--- src/rtl/shift_reg_pkg.sv ---
// Shared definitions for the serial link shift registers (PISO transmitter, SIPO receiver).
package shift_reg_pkg;

  localparam logic DIR_MSB_FIRST = 1'b0;
  localparam logic DIR_LSB_FIRST = 1'b1;

  localparam int unsigned DEFAULT_WIDTH = 4;

  // Bit counter must reach WIDTH when a trailing parity bit is in use.
  function automatic int unsigned cnt_width(input int unsigned width);
    return $clog2(width + 1);
  endfunction

endpackage

--- src/rtl/sipo_hold_reg.sv ---
// Output holding register for the SIPO receiver: valid/ready handshake and sticky overrun.
// Carries a parity error flag alongside the word when SIPO_PARITY_EN is defined.
module sipo_hold_reg
  import shift_reg_pkg::*;
#(
  parameter int unsigned WIDTH = DEFAULT_WIDTH
) (
  input  logic             clk_i,
  input  logic             rst_ni,
  input  logic             wr_valid_i,
  input  logic [WIDTH-1:0] wr_data_i,
`ifdef SIPO_PARITY_EN
  input  logic             wr_perr_i,
  output logic             parity_err_o,
`endif
  input  logic             out_ready_i,
  output logic [WIDTH-1:0] data_o,
  output logic             valid_o,
  output logic             overrun_o
);

  logic [WIDTH-1:0] data_q, data_d;
  logic             valid_q, valid_d;
  logic             overrun_q, overrun_d;
  logic             accept;
`ifdef SIPO_PARITY_EN
  logic             perr_q, perr_d;
`endif

  // A completing word is taken if the slot is empty or is being drained on this same edge.
  always_comb begin
    accept    = wr_valid_i && (!valid_q || out_ready_i);
    data_d    = data_q;
    valid_d   = valid_q;
    overrun_d = overrun_q;
`ifdef SIPO_PARITY_EN
    perr_d    = perr_q;
`endif
    if (accept) begin
      data_d  = wr_data_i;
      valid_d = 1'b1;
`ifdef SIPO_PARITY_EN
      perr_d  = wr_perr_i;
`endif
    end else if (wr_valid_i) begin
      overrun_d = 1'b1;
    end else if (valid_q && out_ready_i) begin
      valid_d = 1'b0;
    end
  end

  always_ff @(posedge clk_i) begin
    if (!rst_ni) begin
      data_q    <= '0;
      valid_q   <= 1'b0;
      overrun_q <= 1'b0;
`ifdef SIPO_PARITY_EN
      perr_q    <= 1'b0;
`endif
    end else begin
      data_q    <= data_d;
      valid_q   <= valid_d;
      overrun_q <= overrun_d;
`ifdef SIPO_PARITY_EN
      perr_q    <= perr_d;
`endif
    end
  end

  assign data_o    = data_q;
  assign valid_o   = valid_q;
  assign overrun_o = overrun_q;
`ifdef SIPO_PARITY_EN
  assign parity_err_o = perr_q;
`endif

endmodule

--- src/rtl/sipo_deserializer.sv ---
// Serial-in/parallel-out receiver: bit counter and shift register feeding a holding register.
// Define SIPO_PARITY_EN to expect a trailing even-parity bit per word and expose parity_err.
module sipo_deserializer
  import shift_reg_pkg::*;
#(
  parameter int unsigned WIDTH = DEFAULT_WIDTH
) (
  input  logic             clk,
  input  logic             reset,
  input  logic             serial_in,
  input  logic             shift_en,
  input  logic             shift_dir,
  input  logic             frame_start,
  input  logic             out_ready,
  output logic [WIDTH-1:0] parallel_out,
  output logic             out_valid,
  output logic             overrun,
`ifdef SIPO_PARITY_EN
  output logic             parity_err,
`endif
  output logic             busy
);

  localparam int unsigned CntW = cnt_width(WIDTH);
`ifdef SIPO_PARITY_EN
  localparam int unsigned LastCnt = WIDTH;
`else
  localparam int unsigned LastCnt = WIDTH - 1;
`endif
  localparam logic [CntW-1:0] LastCntV = CntW'(LastCnt);
  localparam logic [CntW-1:0] WidthV   = CntW'(WIDTH);

  logic [CntW-1:0]  cnt_q, cnt_d, cnt_eff;
  logic [WIDTH-1:0] sreg_q, sreg_d, sreg_base;
  logic             dir_q, dir_d, dir_eff;
  logic             busy_q;
  logic             word_done;
  logic [WIDTH-1:0] word_data;
`ifdef SIPO_PARITY_EN
  logic             word_perr;
`endif

  // frame_start restarts the word, so the current bit (if any) becomes bit 0.
  always_comb begin
    cnt_eff   = frame_start ? '0 : cnt_q;
    dir_eff   = (cnt_eff == '0) ? shift_dir : dir_q;
    sreg_base = (cnt_eff == '0) ? '0 : sreg_q;
    dir_d     = dir_q;
    sreg_d    = sreg_q;
    cnt_d     = cnt_eff;
    word_done = 1'b0;
    if (shift_en) begin
      dir_d = dir_eff;
      if (cnt_eff < WidthV) begin
        if (dir_eff == DIR_LSB_FIRST) begin
          sreg_d = {serial_in, sreg_base[WIDTH-1:1]};
        end else begin
          sreg_d = {sreg_base[WIDTH-2:0], serial_in};
        end
      end
      if (cnt_eff == LastCntV) begin
        word_done = 1'b1;
        cnt_d     = '0;
      end else begin
        cnt_d = cnt_eff + 1'b1;
      end
    end
  end

`ifdef SIPO_PARITY_EN
  // Data is already complete in sreg_q when the parity bit arrives.
  assign word_data = sreg_q;
  assign word_perr = (^sreg_q) ^ serial_in;
`else
  assign word_data = sreg_d;
`endif

  always_ff @(posedge clk) begin
    if (!reset) begin
      cnt_q  <= '0;
      sreg_q <= '0;
      dir_q  <= DIR_MSB_FIRST;
      busy_q <= 1'b0;
    end else begin
      cnt_q  <= cnt_d;
      sreg_q <= sreg_d;
      dir_q  <= dir_d;
      busy_q <= (cnt_d != '0);
    end
  end

  assign busy = busy_q;

  sipo_hold_reg #(
    .WIDTH (WIDTH)
  ) u_hold (
    .clk_i        (clk),
    .rst_ni       (reset),
    .wr_valid_i   (word_done),
    .wr_data_i    (word_data),
`ifdef SIPO_PARITY_EN
    .wr_perr_i    (word_perr),
    .parity_err_o (parity_err),
`endif
    .out_ready_i  (out_ready),
    .data_o       (parallel_out),
    .valid_o      (out_valid),
    .overrun_o    (overrun)
  );

endmodule

--- config.mk ---
export PLATFORM = sky130hd
export DESIGN_NAME = sipo_deserializer
export DESIGN_NICKNAME = d
export VERILOG_FILES = /design/src/rtl/shift_reg_pkg.sv /design/src/rtl/sipo_hold_reg.sv /design/src/rtl/sipo_deserializer.sv
export SDC_FILE = /design/constraint.sdc
export NUM_CORES = 1
export LEC_CHECK = 0
export BUFFER_PORTS_ARGS = -buffer_cell sky130_fd_sc_hd__buf_4
export CAP_MARGIN = 20
export CORE_MARGIN = 8
export CORE_UTILIZATION = 51
export DETAILED_ROUTE_END_ITERATION = 12
export GPL_TIMING_DRIVEN = 0
export PLACE_DENSITY = 0.75
export SYNTH_ARGS = -nofsm -noshare
export SYNTH_HDL_FRONTEND = slang
export SYNTH_SLANG_ARGS = --single-unit
--- constraint.sdc ---
create_clock -name clk -period 1.8 [get_ports clk]
set_clock_uncertainty 0.15 [all_clocks]
set_input_delay 0.18 -clock clk [delete_from_list [all_inputs] [get_ports clk]]
set_output_delay 0.18 -clock clk [all_outputs]
set_load 0.005 [all_outputs]
Yosys cells after proc, flatten, opt, wreduce, memory -nomap -nowiden
Index checks and enable logic that the tools add are counted.
{"block": "classes", "addsub": 1, "muxes": 13, "eq_ne": 2, "n_bitwise": 1, "n_lt_le_gt_ge": 1, "n_reduce_logical": 9}
{"op": "$mux W4", "n": 4}
{"op": "$mux W3", "n": 3}
{"op": "$mux W1", "n": 6}
{"op": "$reduce_and A2 Y1", "n": 2}
{"op": "$add A3 B1 Y3 const B", "n": 1}
{"op": "$eq A3 B2 Y1 const B", "n": 1}
{"op": "$logic_not A3 Y1", "n": 1}
{"op": "$lt A3 B3 Y1 const B", "n": 1}
{"op": "$reduce_bool A3 Y1", "n": 1}
{"op": "$logic_and A1 B1 Y1", "n": 2}
{"op": "$ne A2 B2 Y1 const B", "n": 1}
{"op": "$reduce_bool A2 Y1", "n": 1}
{"op": "$logic_not A1 Y1", "n": 1}
{"op": "$logic_or A1 B1 Y1", "n": 1}
{"op": "$not A1 Y1", "n": 1}
{"block": "totals", "out_inout_bits": 7, "input_bits": 7, "regBits": 15, "word_cells": 34}

Depth between registers and ports, before layout
Gate-level depths: netlist of the first run.
{"block": "logic_depth", "ltp_word": 7, "depth_mapped": 8, "ltp_nobuf": 7}

By module
Synthesis of the first run repeated with hierarchy kept, for this count alone.
{"block": "hier_totals", "cells_unflattened": 87, "area_unflattened_um2": 780.7}
{"mod": "sipo_deserializer", "instances": 1, "area_per_inst_um2": 533.0, "cells_each": 62}
{"mod": "sipo_hold_reg", "instances": 1, "area_per_inst_um2": 247.7, "cells_each": 25}

Least setup slack after synthesis of the first run
No wires, ideal clock.
{"block": "synth_timing", "path_kind": "reg2reg", "start": "reg cnt_q[0]", "end": "reg u_hold.data_q[3] (netlist: u_hold.data_o[3])", "arrival_time_ns": 1.429, "stages_incl_launch_ff": 9, "synth_period_minus_slack_ns": 1.654, "required_ns": 1.576, "setup_slack_ns": 0.146, "cell_sequence": "dfxtp_1 -> nor2b_1 -> inv_1 -> ha_1 -> clkbuf_2 -> inv_1 -> o21ai_2 -> a21bo_2 -> a31oi_1"}
{"block": "synth_via", "elab_chain_len": 6}
{"element": "start: declaration", "line_no": "sipo_deserializer.sv:33", "source": "logic [CntW-1:0] cnt_q, cnt_d, cnt_eff;"}
{"element": "start signal: assignment", "line_no": "sipo_deserializer.sv:85", "source": "cnt_q <= cnt_d;"}
{"element": "$mux W3 (*)", "line_no": "sipo_deserializer.sv:45", "source": "cnt_eff = frame_start ? '0 : cnt_q;"}
{"element": "$logic_not A3 Y1", "line_no": "sipo_deserializer.sv:46, sipo_deserializer.sv:47"}
{"element": "$mux W4 / $mux W1 (equally long branches)", "line_no": "sipo_deserializer.sv:47, sipo_deserializer.sv:46"}
{"element": "$mux W4", "line_no": "sipo_deserializer.sv:55", "source": "if (dir_eff == DIR_LSB_FIRST) begin"}
{"element": "$mux W4", "line_no": "sipo_deserializer.sv:54", "source": "if (cnt_eff < WidthV) begin"}
{"element": "$mux W4", "line_no": "sipo_deserializer.sv:52", "source": "if (shift_en) begin"}
{"element": "end signal: assignment", "line_no": "sipo_hold_reg.sv:61", "source": "data_q <= data_d;"}
{"element": "end: declaration", "line_no": "sipo_hold_reg.sv:22", "source": "logic [WIDTH-1:0] data_q, data_d;"}
Every way passes the cells marked *; elsewhere a longest branch is shown, timed or not.
A chain may end at the register's enable or synchronous reset.

Worst setup path in the final report of the first run
{"block": "layout_timing", "start": "reg cnt_q[0]", "end": "reg u_hold.data_q[1] (netlist: u_hold.data_o[1])"}
The elaborated chain is that of the path after synthesis.

==> reports/metrics.csv, run 1 <==
stage,metric,value,unit
synthesis,number of distinct standard cells referenced by the synthesized netlist,31,
synthesis,ys async rst share,0,%
detailed_routing,drt initial violations,18,
sta,post-route minimum period,1.680,ns
floorplan,number of placement rows,13,
critical_path,required time of the worst setup path,1.84,ns
sta,setup tns final,0,ns
critical_path,arrival time at the worst endpoint,1.72,ns
floorplan,starting utilization of the core area,54.70,%
sta,normalized max-slew margin,75.70,%
detailed_routing,count of nets left with antenna violations after detail routing,0,
synthesis,number of cells produced by synthesis,79,
power_and_ir_drop,Reg power frac,56.3,%
power_and_ir_drop,switching power total,0.1511,mW
power_and_ir_drop,power per cell area,703.5,nW/um^2
sta,worst hold slack across all endpoints,0.004060,ns
placement,routability cong.,0.8218,
floorplan,Total Die Area,2872,sq um
synthesis,cell area after synthesis,720.7,sq um
cts,CTS hold repair buffers,0,
floorplan,top-level port count,14,
grt,number of global-route vias before repair,594,
power_and_ir_drop,proportion of power drawn by the clock network,31.3,%
cts,clock sink total,15,
sta,actual slew at the worst max-slew pin,0.3645,ns
cts,Clock Pin Slew Worst Setup and Hold Paths,0.10,ns
sta,final worst path period share,93.34,%
synthesis,Synthesized Nets,88,
cts,H-Tree Level Count,1,
final_layout,final antenna diode count,0,
synthesis,leading cell types by total area after synthesis,"sky130_fd_sc_hd__dfxtp_1 42%, sky130_fd_sc_hd__nor2b_1 6.1%, sky130_fd_sc_hd__mux2i_1 5.6%",
cts,clock tree buffer depth,2,
power_and_ir_drop,switching power share of the total,24.63,%
synthesis,count of flip-flops with a built-in enable after synthesis,0,
synthesis,#FFs+latches synth,15,
critical_path,worst-path maximum fanout,7,
detailed_routing,routed length per instance,13.65,um
synthesis,"area leader, netlist",sky130_fd_sc_hd__dfxtp_1,
detailed_routing,DR vias/cell,5.369,
sta,unrepaired setup endpoints after global routing,false,
sta,f_max,0.5952,GHz
grt,total global routing overflow,0,
detailed_routing,total detailed-routing wirelength,1515,um
power_and_ir_drop,total power draw,0.6135,mW
placement,Port Buffer Count,12,
grt,wire length of the first global-routing pass,2656,um
floorplan,width of the die,53.59,um
final_layout,Layout Cells excl Fill,111,
synthesis,main flop type after synthesis,sky130_fd_sc_hd__dfxtp_1,
floorplan,die height,53.59,um
power_and_ir_drop,LEAKAGE,0.3945,nW
final_layout,growth of design area from synthesis to finish,21.01,%
sta,Final Max Tran Viols,0,
cts,CTS tree,yes,
synthesis,number of warnings reported in the yosys synthesis log,0,
synthesis,sequential-to-total area share from yosys stat,41.67,%
cts,Worst-Skew Late Latency,0.28,ns
critical_path,Crit Path Class,reg2reg,
floorplan,Core Region,1318,sq um
power_and_ir_drop,Max IR drop VDD,661.5,uV
sta,number of endpoints failing setup at the final stage,0,
grt,largest net degree at the start of global routing,11,
final_layout,nets,106,
power_and_ir_drop,total internal power,0.4624,mW
grt,overall fraction of global-route tracks in use,12.45,%
sta,final hold violation count,0,
flow_run,Max-cap violations,0,
critical_path,startpoint types,register,
hold_path,class of the worst hold path,in2reg,
cts,CTS Root Buffer Type,sky130_fd_sc_hd__clkbuf_4,
critical_path,type of element capturing the critical path,register,
detailed_routing,DRC violations left,0,
final_layout,final instance area,872.1,sq um
detailed_routing,number of detailed-route iterations in the first pass,4,
grt,number of antenna violations at the first check in global routing,0,
power_and_ir_drop,part of the power in combinational logic,12.4,%
synthesis,proportion of netlist area held by the largest area contributor,41.67,%
outcome,result of the run,"finished, final reports clean",
final_layout,proportion of layout cells with a drive suffix above 1,29.17,%
synthesis,per-instance average area after synthesis,9.123,sq um
placement,Post-DP Area,829.5,sq um
cts,TritonCTS buffer count,3,
detailed_routing,DR vias,596,
placement,total half-perimeter wirelength after legalization and detailed placement,1108,um
placement,instance count after placement with tap cells included,106,
[metal layers]
layer	vias up	track usage, %	wire length [um]
li1	303	-	-
met1	267	15.03	729
met2	22	18.55	617
met3	4	5.234	131
met4	0	6.303	36
met5	-	0	0
[flip-flops by register name, summed over array words and instances (netlist names)]
signal and count:
u_hold.valid_o 1, sreg_q 4, cnt_q 3, busy 1, u_hold.data_o 4, dir_q 1, u_hold.overrun_o 1
[power groups by stage]
stage / clock network, mW / logic [mW] / registers [mW]
after global placement: 0 / 0.0717 / 0.353
after detailed placement: 0 / 0.0732 / 0.353
final: 0.192 / 0.0763 / 0.345
after floorplan: 0 / 0.0500 / 0.352
after CTS: 0.195 / 0.0742 / 0.345
after global routing: 0.215 / 0.0848 / 0.347
[cells by family (layout without fill, tap and decap cells)]
| group | Yosys count | after routing | synth area share [%] |
|---|---|---|---|
| buffers and inverters | 9 | 26 | 6.595 |
| xor gates and xnor gates | 1 | 1 | 1.215 |
| muxes | 4 | 4 | 5.556 |
| DFF | 15 | 15 | 41.67 |
| adders and majority gates | 2 | 2 | 3.472 |
| AOI/OAI and AO/OA | 21 | 21 | 17.36 |
| and+or+nand+nor | 27 | 27 | 24.13 |
[critical path, stage by stage (launching register included)]
cell and delay (ns):
sky130_fd_sc_hd__dfxtp_1 0.32, sky130_fd_sc_hd__nor2b_4 0.18, sky130_fd_sc_hd__ha_1 0.23, sky130_fd_sc_hd__nand2_2 0.09, sky130_fd_sc_hd__nor3_4 0.34, sky130_fd_sc_hd__mux2i_1 0.22, sky130_fd_sc_hd__nor2b_1 0.05
[repair_timing]
| item | 4_1_cts | 5_1_grt |
|---|---|---|
| resized for setup | 1 | 1 |
| cloned | 0 | 0 |
| buffers inserted | 0 | 1 |
| pin swaps | 0 | 1 |
| endpoints found under the setup margin | 3 | 6 |
[cell type report]
cell class	instances	area [sq um]
sequential	15	300.3
inverter	4	15.01
clock buffer	3	22.52
multi-input combinational	55	380.4
buffer	5	32.53
clock inverter	1	5.005
timing repair buffer	13	97.59
fill	108	445.4
tap	15	18.77
[path summary, 6_finish.rpt]
path / from / endpoint / slack [ns] / depth (start not counted)
worst max-delay path: cnt_q[0]$_SDFF_PN0_ / u_hold.data_o[1]$_SDFFE_PN0P_ / 0.12 / 6
worst min-delay path: reset / u_hold.overrun_o$_SDFFE_PN0P_ / 0.004 / 2
worst max register to register: cnt_q[0]$_SDFF_PN0_ / u_hold.data_o[1]$_SDFFE_PN0P_ / 0.12 / 6
worst min register to register: u_hold.overrun_o$_SDFFE_PN0P_ / u_hold.overrun_o$_SDFFE_PN0P_ / 0.36 / 2
[synth_stat cells, types with 2 or more instances]
library cell and instances:
sky130_fd_sc_hd__mux2i_1 4, sky130_fd_sc_hd__nor2_1 3, sky130_fd_sc_hd__nor2b_1 7, sky130_fd_sc_hd__a21oi_1 5
sky130_fd_sc_hd__nand3_1 3, sky130_fd_sc_hd__and2_1 3, sky130_fd_sc_hd__ha_1 2, sky130_fd_sc_hd__dfxtp_1 15
sky130_fd_sc_hd__o21ai_0 7, sky130_fd_sc_hd__a31oi_1 5, sky130_fd_sc_hd__nand2_1 2, sky130_fd_sc_hd__inv_1 4
[placed cells by master (no fill, tap or decap), drive strengths merged]
cell type / Yosys / routed
buf: 3 / 16
dfxtp: 15 / 15
o21ai: 8 / 8
nor2b: 8 / 8
a31oi: 5 / 5
a21oi: 5 / 5
clkbuf: 2 / 5
inv: 4 / 4
mux2i: 4 / 4
and2: 3 / 3
nor2: 3 / 3
nand3: 3 / 3
nand2: 3 / 3
ha: 2 / 2
nand2b: 2 / 2
nor3: 2 / 2
xor2: 1 / 1
nor3b: 1 / 1
nand3b: 1 / 1
and3: 1 / 1
a21bo: 1 / 1
a21boi: 1 / 1
a21o: 1 / 1
clkinv: 0 / 1
[per-stage QoR]
stage          util (%)  setup WS [ns]
3_3_place_gp      62.96      -0.002708
2_1_floorplan         -         0.1464
5_1_grt           66.19       0.001539
3_5_place_dp      62.96       -0.05891
6_report          66.19         0.1200
4_1_cts           65.24        0.06053
Note: power is estimated with default switching activity, not from simulation.
==> inputs of run 2 (changes only) <==
--- a/config.mk
+++ b/config.mk
@@ -7,7 +7,7 @@
 export LEC_CHECK = 0
 export BUFFER_PORTS_ARGS = -buffer_cell sky130_fd_sc_hd__buf_4
 export CAP_MARGIN = 20
-export CORE_MARGIN = 8
+export CORE_MARGIN = 2
 export CORE_UTILIZATION = 51
 export DETAILED_ROUTE_END_ITERATION = 12
 export GPL_TIMING_DRIVEN = 0
==> reports/metrics.csv, run 2 (synthesis results as in run 1) <==
stage,metric,value,unit
floorplan,number of placement rows,13,
critical_path,setup slack of the worst register-to-register path,0.12,ns
detailed_routing,total detailed-routing wirelength,1364,um
grt,overall fraction of global-route tracks in use,16.71,%
floorplan,Core Region,1318,sq um
cts,CTS Root Buffer Type,sky130_fd_sc_hd__clkbuf_4,
critical_path,Crit Path Class,reg2reg,
cts,Clock Pin Slew Worst Setup and Hold Paths,0.09,ns
cts,TritonCTS buffer count,3,
critical_path,depth of the worst register-to-register path,8,
sta,final hold violation count,0,
detailed_routing,number of detailed-route iterations in the first pass,4,
sta,final worst path period share,93.18,%
cts,Worst-Skew Late Latency,0.29,ns
critical_path,worst-path maximum fanout,8,
final_layout,"leading cell type in the layout, fill and taps excluded",sky130_fd_sc_hd__dfxtp_1,
floorplan,starting utilization of the core area,54.70,%
placement,routability cong.,0.8260,
cts,CTS hold repair buffers,0,
cts,clock sink total,15,
detailed_routing,drt initial violations,4,
final_layout,area of all sequential standard cells,300.3,sq um
critical_path,critical path cell sequence,nor2b_4 -> inv_1 -> ha_1 -> clkbuf_2 -> inv_1 -> o21ai_2 -> a21bo_2 -> a31oi_1,
final_layout,area occupied by multi-input gates,386.6,sq um
power_and_ir_drop,power per cell area,710.1,nW/um^2
hold_path,class of the worst hold path,in2reg,
sta,"Worst Setup Slack, final",0.1228,ns
sta,unrepaired setup endpoints after global routing,false,
power_and_ir_drop,Max IR drop VDD,465.1,uV
final_layout,final core occ,66.10,%
floorplan,top-level port count,14,
sta,post-route minimum period,1.677,ns
cts,CTS tree,yes,
detailed_routing,routed length per instance,12.40,um
grt,number of antenna violations at the first check in global routing,0,
final_layout,final antenna diode count,0,
placement,worst slack after detailed placement,-0.05284,ns
power_and_ir_drop,total power draw,0.6183,mW
power_and_ir_drop,LEAKAGE,0.3894,nW
critical_path,cell type of the slowest stage on the worst timing path,sky130_fd_sc_hd__dfxtp_1,
grt,total global routing overflow,0,
outcome,result of the run,"finished, final reports clean",
floorplan,Total Die Area,1730,sq um
critical_path,startpoint types,register,
detailed_routing,DR vias,601,
hold_path,launch instance of the worst min-delay path,reset,
critical_path,type of element capturing the critical path,register,
sta,normalized max-slew margin,76.03,%
grt,wire length of the first global-routing pass,2304,um
critical_path,arrival time at the worst endpoint,1.75,ns
final_layout,Layout fillers,116,
critical_path,most prevalent standard cell on the critical path,sky130_fd_sc_hd__inv_1,
sta,f_max,0.5962,GHz
final_layout,Layout Cells excl Fill,110,
cts,H-Tree Level Count,1,
cts,buffers inserted during post-CTS setup optimization,0,
sta,worst hold slack across all endpoints,0.0008493,ns
critical_path,required time of the worst setup path,1.87,ns
critical_path,RR Endpoint,u_hold.data_o[3]$_SDFFE_PN0P_,
detailed_routing,count of nets left with antenna violations after detail routing,0,
detailed_routing,DRC violations left,0,
placement,instance count after placement with tap cells included,106,
sta,number of endpoints failing setup at the final stage,0,
critical_path,largest stage delay on the critical path,0.32,ns
hold_path,worst-case hold path end point,u_hold.valid_o$_SDFFE_PN0P_,
flow_run,Max-cap violations,0,
hold_path,Hold Path Stages,2,
final_layout,nets,105,
critical_path,FF-to-FF Start,cnt_q[0]$_SDFF_PN0_,
final_layout,proportion of layout cells with a drive suffix above 1,29.47,%
placement,Port Buffer Count,12,
detailed_routing,DR vias/cell,5.464,
grt,number of global-route vias before repair,565,
floorplan,die height,41.59,um
final_layout,"leading cell types in the layout, fill and taps excluded","15 x sky130_fd_sc_hd__dfxtp_1, 13 x sky130_fd_sc_hd__buf_4, 7 x sky130_fd_sc_hd__o21ai_0, 6 x sky130_fd_sc_hd__nor2b_1, 5 x sky130_fd_sc_hd__a21oi_1",
cts,clock tree buffer depth,2,
grt,largest net degree at the start of global routing,11,
final_layout,growth of design area from synthesis to finish,20.83,%
floorplan,width of the die,41.59,um
placement,total half-perimeter wirelength after legalization and detailed placement,965.5,um
sta,Final Max Tran Viols,0,
sta,actual slew at the worst max-slew pin,0.3596,ns
-- run 2: cell types whose count changed in the layout (fill, tap and decap cells not counted), sizes merged --
cell / delta
buf: -1
-- run 2: power by group --
group	total, mW	internal (mW)	leakage (nW)	switching [mW]
clock network	0.195	0.0826	0.0177	0.113
logic	0.0771	0.0386	0.249	0.0385
registers	0.346	0.342	0.122	0.00407
total	0.618	0.463	0.389	0.155
-- run 2: stage by stage --
step                 TNS, ns  area (sq um)
global route               0         870.8
global placement    -0.01497         829.5
CTS                        0         859.6
floorplan                  0         720.7
detailed placement   -0.1183         829.5
finish                     0         870.8
-- run 2: repair_timing --
item / 4_1_cts / 5_1_grt
endpoints found under the setup margin: 4 / 5
gates resized for setup: 1 / 2
endpoints found under the hold margin: 0 / 0
gates cloned: 0 / 0
-- run 2: cell type report --
cell class,instances,share of cell area [%]
inverters,4,1.724
well taps,15,2.155
plain buffers,5,3.736
clock inverters,1,0.5747
repair buffers,12,10.34
clock buffers,3,2.586
flip-flops and latches,15,34.48
multi-input cells,55,44.40
-- run 2: worst max path at each step --
stage | start | end | slack (ns) | depth (start not counted)
4_1_cts | cnt_q[0]$_SDFF_PN0_ | u_hold.data_o[0]$_SDFFE_PN0P_ | 0.04 | 8
5_1_grt | cnt_q[0]$_SDFF_PN0_ | u_hold.data_o[3]$_SDFFE_PN0P_ | 0.006 | 8
3_3_place_gp | frame_start | u_hold.data_o[0]$_SDFFE_PN0P_ | -0.01 | 9
3_5_place_dp | frame_start | u_hold.data_o[0]$_SDFFE_PN0P_ | -0.05 | 9
2_1_floorplan | cnt_q[0]$_SDFF_PN0_ | u_hold.data_o[3]$_SDFFE_PN0P_ | 0.15 | 8
6_report | cnt_q[0]$_SDFF_PN0_ | u_hold.data_o[3]$_SDFFE_PN0P_ | 0.12 | 8
-- run 2: worst max-delay path, delay by kind of cell (launching register included) --
family | cells | cell delay [ns]
adders and majority gates | 1 | 0.19
buffers and inverters | 3 | 0.30
DFF | 1 | 0.32
AOI/OAI and AO/OA | 3 | 0.46
and+or+nand+nor | 1 | 0.19
-- run 2: layer usage --
| layer | wire length (um) | vias up | global-route usage [%] |
|---|---|---|---|
| met4 | 17 | 0 | 5.806 |
| met5 | 0 | - | 0 |
| met1 | 674 | 277 | 22.68 |
| met3 | 55 | 4 | 2.609 |
| met2 | 617 | 14 | 26.88 |
| li1 | - | 306 | - |
